[src/rtl/filter_seq_ctrl.sv]
// filter_seq_ctrl: sequencer for one filter_p_m channel (I or Q half).
//   clk, rst           core clock, synchronous active-high reset
//   en                 run enable
//   cclk_div, lo_div   half-period minus 1 for cclk / lo (latched on IDLE->RUN)
//   win_len            decisions per window, 0 treated as 1 (latched on IDLE->RUN)
//   high_buf, phi1b_dig  asynchronous comparator output and filter event clock
//   cclk, div2, lo, fb1  filter drive signals
//   cnt_data, cnt_valid, cnt_ready  windowed ones-count, valid/ready handshake
//   overflow           sticky: a window result was dropped
module filter_seq_ctrl #(
  parameter int unsigned DIV_W = 8,
  parameter int unsigned CNT_W = 16
) (
  input  logic             clk,
  input  logic             rst,
  input  logic             en,
  input  logic [DIV_W-1:0] cclk_div,
  input  logic [DIV_W-1:0] lo_div,
  input  logic [CNT_W-1:0] win_len,
  input  logic             high_buf,
  input  logic             phi1b_dig,
  output logic             cclk,
  output logic             div2,
  output logic             lo,
  output logic             fb1,
  output logic [CNT_W-1:0] cnt_data,
  output logic             cnt_valid,
  input  logic             cnt_ready,
  output logic             overflow
);

  typedef enum logic [1:0] {IDLE, RUN, STOP} state_t;

  state_t           state;
  logic [DIV_W-1:0] cclk_div_q, lo_div_q, cclk_cnt, lo_cnt;
  logic [CNT_W-1:0] win_len_q, samp_cnt, ones_cnt;
  logic             hb_s1, hb_s2, ph_s1, ph_s2, ph_s3;
  logic             cap_v, cap_d;

  logic             cclk_term, lo_term, detect, win_done;
  logic [CNT_W-1:0] samp_nxt, ones_nxt;

  always_comb begin
    cclk_term = (cclk_cnt == cclk_div_q);
    lo_term   = (lo_cnt == lo_div_q);
    detect    = ph_s2 & ~ph_s3;
    samp_nxt  = samp_cnt + CNT_W'(1);
    ones_nxt  = ones_cnt + CNT_W'(cap_d);
    win_done  = (samp_nxt == win_len_q);
  end

  always_ff @(posedge clk) begin
    if (rst) begin
      state      <= IDLE;
      cclk_div_q <= '0;
      lo_div_q   <= '0;
      win_len_q  <= '0;
      cclk_cnt   <= '0;
      lo_cnt     <= '0;
      samp_cnt   <= '0;
      ones_cnt   <= '0;
      hb_s1      <= 1'b0;
      hb_s2      <= 1'b0;
      ph_s1      <= 1'b0;
      ph_s2      <= 1'b0;
      ph_s3      <= 1'b0;
      cap_v      <= 1'b0;
      cap_d      <= 1'b0;
      cclk       <= 1'b0;
      div2       <= 1'b0;
      lo         <= 1'b0;
      fb1        <= 1'b0;
      cnt_data   <= '0;
      cnt_valid  <= 1'b0;
      overflow   <= 1'b0;
    end else begin
      hb_s1 <= high_buf;
      hb_s2 <= hb_s1;
      ph_s1 <= phi1b_dig;
      ph_s2 <= ph_s1;
      ph_s3 <= ph_s2;
      cap_v <= detect && (state != IDLE);
      cap_d <= hb_s2;

      if (cnt_valid && cnt_ready)
        cnt_valid <= 1'b0;

      // Decision applied one cycle after capture; an emit overrides the
      // transfer-clear above, and is dropped only when the slot stays occupied.
      if (cap_v && (state != IDLE)) begin
        fb1 <= cap_d;
        if (win_done) begin
          samp_cnt <= '0;
          ones_cnt <= '0;
          if (!cnt_valid || cnt_ready) begin
            cnt_data  <= ones_nxt;
            cnt_valid <= 1'b1;
          end else begin
            overflow <= 1'b1;
          end
        end else begin
          samp_cnt <= samp_nxt;
          ones_cnt <= ones_nxt;
        end
      end

      case (state)
        IDLE: begin
          if (en) begin
            state      <= RUN;
            cclk_div_q <= cclk_div;
            lo_div_q   <= lo_div;
            win_len_q  <= (win_len == '0) ? CNT_W'(1) : win_len;
            cclk_cnt   <= '0;
            lo_cnt     <= '0;
            samp_cnt   <= '0;
            ones_cnt   <= '0;
            overflow   <= 1'b0;
          end
        end
        RUN, STOP: begin
          // Leave only at the end of a full low phase so cclk never runts.
          if ((state == STOP) && !cclk && cclk_term) begin
            state    <= IDLE;
            cclk     <= 1'b0;
            div2     <= 1'b0;
            lo       <= 1'b0;
            cclk_cnt <= '0;
            lo_cnt   <= '0;
            samp_cnt <= '0;
            ones_cnt <= '0;
          end else begin
            if ((state == RUN) && !en)
              state <= STOP;
            cclk_cnt <= cclk_term ? '0 : cclk_cnt + DIV_W'(1);
            lo_cnt   <= lo_term ? '0 : lo_cnt + DIV_W'(1);
            if (cclk_term) begin
              cclk <= ~cclk;
              if (!cclk)
                div2 <= ~div2;
            end
            if (lo_term)
              lo <= ~lo;
          end
        end
        default: state <= IDLE;
      endcase
    end
  end

endmodule

[config.mk]
export PLATFORM = sky130hd
export DESIGN_NAME = filter_seq_ctrl
export DESIGN_NICKNAME = d
export VERILOG_FILES = /design/src/rtl/filter_seq_ctrl.sv
export SDC_FILE = /design/constraint.sdc
export NUM_CORES = 1
export LEC_CHECK = 0
export BUFFER_PORTS_ARGS = -buffer_cell sky130_fd_sc_hd__buf_2
export CAP_MARGIN = 20
export CORE_MARGIN = 8
export CORE_UTILIZATION = 35
export CTS_CLUSTER_SIZE = 25
export DETAILED_ROUTE_END_ITERATION = 7
export PLACE_DENSITY = 0.51
export SLEW_MARGIN = 10
export SYNTH_ARGS = -nofsm -noshare
export SYNTH_HDL_FRONTEND = slang
export SYNTH_SLANG_ARGS = --single-unit
[constraint.sdc]
create_clock -name clk -period 5.9 [get_ports clk]
set_clock_uncertainty 0.05 [all_clocks]
set_input_delay 0.59 -clock clk [delete_from_list [all_inputs] [get_ports clk]]
set_output_delay 0.59 -clock clk [all_outputs]
set_load 0.1 [all_outputs]
# Word-level counts from Yosys, hierarchy flattened
# Cells that the tools add are included.
# totals
register_bits	111
in_bits	38
out_inout_bits	22
# op_classes
addsub	4
eq_ne	8
muxes	38
bitwise_logic	5
reduce_logical	24
# op_table
operator	count
16-bit 2-to-1 mux	9
16-bit one-hot mux with 2 select lines	2
8-bit 2-to-1 mux	5
8-bit one-hot mux with 2 select lines	2
16-bit by 1-bit adder with 16-bit output	1
16-bit by 1-bit adder with 16-bit output, second input constant	1
8-bit by 1-bit adder with 8-bit output, second input constant	2
16-bit equality test	1
8-bit equality test	2
16-bit logical NOT	1
1-bit 2-to-1 mux	16
2-bit AND reduction	5
2-bit nonzero test	4
1-bit logical AND	6
2-bit 2-to-1 mux	3
3-bit AND reduction	2
1-bit NOT	4
2-bit one-hot mux with 2 select lines	1
1-bit logical NOT	3
3-bit inequality test, second input constant	1
2-bit by 1-bit equality test with 1-bit output, second input constant	1
2-bit equality test, second input constant	1
2-bit logical NOT	1
2-bit by 1-bit inequality test with 1-bit output, second input constant	1
other kinds (4)	4

# Depth between registers and ports, before layout
# depth
ltp_word	7
depth_mapped	10
depth_no_buf	8

# Worst setup path after synthesis
# Ideal clock, no wire load.
# synth_path
path_kind	reg-to-reg
startpoint	reg samp_cnt[1]
endpoint	reg cnt_data[10]
arrival_time_ns	2.498
t_required_ns	5.729
path_slack_ns	3.231
stages_incl_launch_ff	10
n_path_buf	2
period_less_slack_ns	2.669
cell_sequence	dfxtp_1 ha_1 buf_2 nand4_2 or2_1 o311a_1 nor4_4 nand4_4 buf_6 mux2_4
# synth_via
elab_chain_len	3
# synth_lines
item	line	text
start: declaration	36	logic [CNT_W-1:0] win_len_q, samp_cnt, ones_cnt;
start signal: assignment	102	samp_cnt <= samp_nxt;
16-bit by 1-bit adder with 16-bit output	47	samp_nxt = samp_cnt + CNT_W'(1);
16-bit equality test	49	win_done = (samp_nxt == win_len_q);
3-bit AND reduction (no source line)	-	
end signal: assignment	96	cnt_data <= ones_nxt;
end: declaration	26	output logic [CNT_W-1:0] cnt_data,
# No other way between the ends.
# A chain may end at the register's enable or synchronous reset.

# Final worst setup path
# layout_path
startpoint	reg state[1]
endpoint	reg samp_cnt[5]
# layout_via
elab_chain_len	5
# layout_lines
item	line	text
start: declaration	34	state_t state;
start signal: assignment	54	state <= IDLE;
start signal: assignment	110	state <= RUN;
start signal: assignment	124	state <= IDLE;
2-bit nonzero test or 2-bit equality test (tied branches)	90, 107, 123	
1-bit logical AND (on tied branches)	90, 123	
16-bit 2-to-1 mux or 1-bit logical AND (tied branches)	90, 123	
16-bit 2-to-1 mux (on tied branches)	123, 109	
16-bit one-hot mux with 2 select lines *	107	case (state)
# Mark *: on every way between the ends. The rest lies on a longest branch, timed or not.

==> qor.yml <==
cells_and_area:
  design_area_um2: 6248
  final_nets: 738
  diodes: 0
  syn2layout_area_growth_pct: 13.37
  fin_util_pct: 39.91
  final_common_cell: "dfxtp_1"
  layout.cells.non_filler: 912
  drive_gt1_share_pct: 14.51
  mostFrequentLayoutCells: "dfxtp_1 (111), nand2_1 (98), nor2_1 (81), buf_2 (59), xnor2_1 (49)"
logic_synthesis:
  ys_seq_elements: 111
  synth-simple-area-share_pct: 26.90
  synth-xor-area-share_pct: 14.85
  postSynthAreaPerCell_um2: 8.466
  synth-adder-area-share_pct: 2.043
  syn_area_um2: 5512
  synthFlopType: "dfxtp_1"
  synth_edf_count: 0
  synth_fp_nets: 698
  synth_top_family_by_area: "simple AND/OR/NAND/NOR gates"
  synth_top_area_share_pct: 40.32
  yosys-top-cells-area: "dfxtp_1 (40%), xnor2_1 (7.8%), nand2_1 (6.7%)"
  async_flop_share_pct: 0
  synth.yosys.seq_area_share_pct: 40.32
  synth_cell_types: 57
  syn-instance-count: 651
  synth-compound-area-share_pct: 8.309
  synth_top_cell_by_area: "dfxtp_1"
  muxShareOfSynthArea_pct: 4.313
  ys.warnings.count: 0
drt:
  drtIter0Drc: 252
  wl_mm: 12.53
  drt_pass1_iterations: 4
  vias_per_cell: 4.804
  vias: 4381
  wl_per_cell_um: 13.74
  ant_nets: 0
  drc: 0
clock_tree:
  htree_num_levels: 3
  numCtsBuffers: 9
  clk_path_buf_depth: 2
  cts_sinks: 111
  insertion_delay_ns: 0.35
  cts_tree: "built"
  cts_resized: 0
  clock-root-buffer: "clkbuf_16"
  clk_pin_slew_ns: 0.07
  cts_hold_buffers: 0
  post_cts_buffers: 0
timing:
  hold_viol_final: 0
  setup-violations-final: 0
  drv_slew: 0
  max_freq_ghz: 0.3042
  slew_headroom_pct: 46.56
  timing.hold.ws_ns: 0.3546
  worst_pin_slew_ns: 0.7949
  setup_tns_ns: 0
  finalWorstSetupSlack_ns: 2.613
  layout_worst_path_cycle_share_pct: 55.71
  rsz0062_at_grt: "no"
  min_period_ns: 3.287
status:
  status: "finished clean"
setup_path:
  crit_type: "reg2reg"
  endpoint_kind: "flip-flop"
  cp.required_ns: 6.06
  cp_max_fo: 32
  worstPathArrival_ns: 3.45
  cp-start-kind: "flip-flop"
placed_design:
  dpl-instance-area_um2: 5949
  io_buffers: 59
  dpl.cell_count: 893
  post-place-ws_ns: 2.649
  dp_hpwl_mm: 9.254
  place.gp.congestion: 0.8550
global_route:
  grt_usage_pct: 12.81
  grt_pass1_wl_mm: 20.72
  grt_pass1_vias: 4194
  antenna_found_initial: 0
  gr-total-overflow: 0
  grt_max_degree: 53
floorplan:
  ioPinCount: 60
  start_util_pct: 35.21
  rows: 46
  coreArea_um2: 15660
  die_width_um: 141.5
  die_area_um2: 20020
  die_h_um: 141.5
job:
  drv_cap: 0
power_and_ir_drop:
  finalPower_mw: 1.523
  power.density_nw_per_um2: 243.7
  power_leakage_nw: 2.338
  ir_worst_vdd_mv: 0.1701
worst_hold_path:
  hp-class: "reg2reg"
==> worst max-delay path, cell delays in order (launching register included) <==
cell and delay, ns:
dfxtp_1 0.41, inv_1 0.09, ha_1 0.29, nand2b_1 0.46, a2111oi_0 0.46, o2111ai_1 0.23, nor4_1 0.36, a31o_2 0.66
nor2_1 0.11
==> power by group <==
| group | switching [mW] | internal, mW |
|---|---|---|
| Clock | 0.273 | 0.298 |
| Sequential | 0.0188 | 0.770 |
| Combinational | 0.102 | 0.0605 |
==> flip-flops by register name, summed over array words and instances (netlist names), 2 cells and up <==
register / count
cclk_cnt: 8
ones_cnt: 16
lo_cnt: 8
state: 2
samp_cnt: 16
lo_div_q: 8
cclk_div_q: 8
cnt_data: 16
win_len_q: 16
==> metal layers <==
metal	share of wire, %	GRT usage [%]	vias up
met5	0	0	-
met4	0.77	5.257	0
met3	5.7	3.024	6
met2	44	19.54	93
met1	49	17.04	2005
li1	-	-	2277
==> cells in the mapped netlist, drive strengths merged, types with 2 or more instances <==
cell,instances
nand3,21
buf,15
a31oi,3
ha,9
nor3b,2
and4,6
a21o,4
and2,2
clkbuf,22
nor4,12
inv,6
mux2i,8
nor2b,21
or3,3
dfxtp,111
o311a,2
mux2,12
nand4,20
xor3,2
nand2,98
xnor2,49
a21oi,42
nor3,11
xor2,39
and3,6
nand2b,14
o21ai,10
nor2,81
==> final timing paths <==
| check | cells past startpoint | startpoint | slack (ns) | end |
|---|---|---|---|---|
| max | 8 | state[1] | 2.61 | samp_cnt[5] |
| min | 1 | ph_s3 | 0.35 | cap_v |
| max reg2reg | 8 | state[1] | 2.61 | samp_cnt[5] |
| min reg2reg | 1 | ph_s3 | 0.35 | cap_v |
==> area by class of cell <==
| cell class | instances | area [um2] |
|---|---|---|
| Multi-Input combinational cell | 497 | 3109 |
| Tap cell | 216 | 270.3 |
| Clock inverter | 5 | 31.28 |
| Sequential cell | 111 | 2222 |
| Timing Repair Buffer | 66 | 350.3 |
| Clock buffer | 11 | 242.7 |
| Inverter | 6 | 22.52 |
| Fill cell | 1610 | 9407 |
==> kinds of logic (layout without fill, tap and decap cells) <==
kind of cell,Yosys count,in the layout
simple gates,302,302
compound gates,76,76
buf+inv,43,88
mux,20,20
xor+xnor,90,90
flops,111,111
fa+ha+maj,9,9
(Power assumes the default switching activity.)
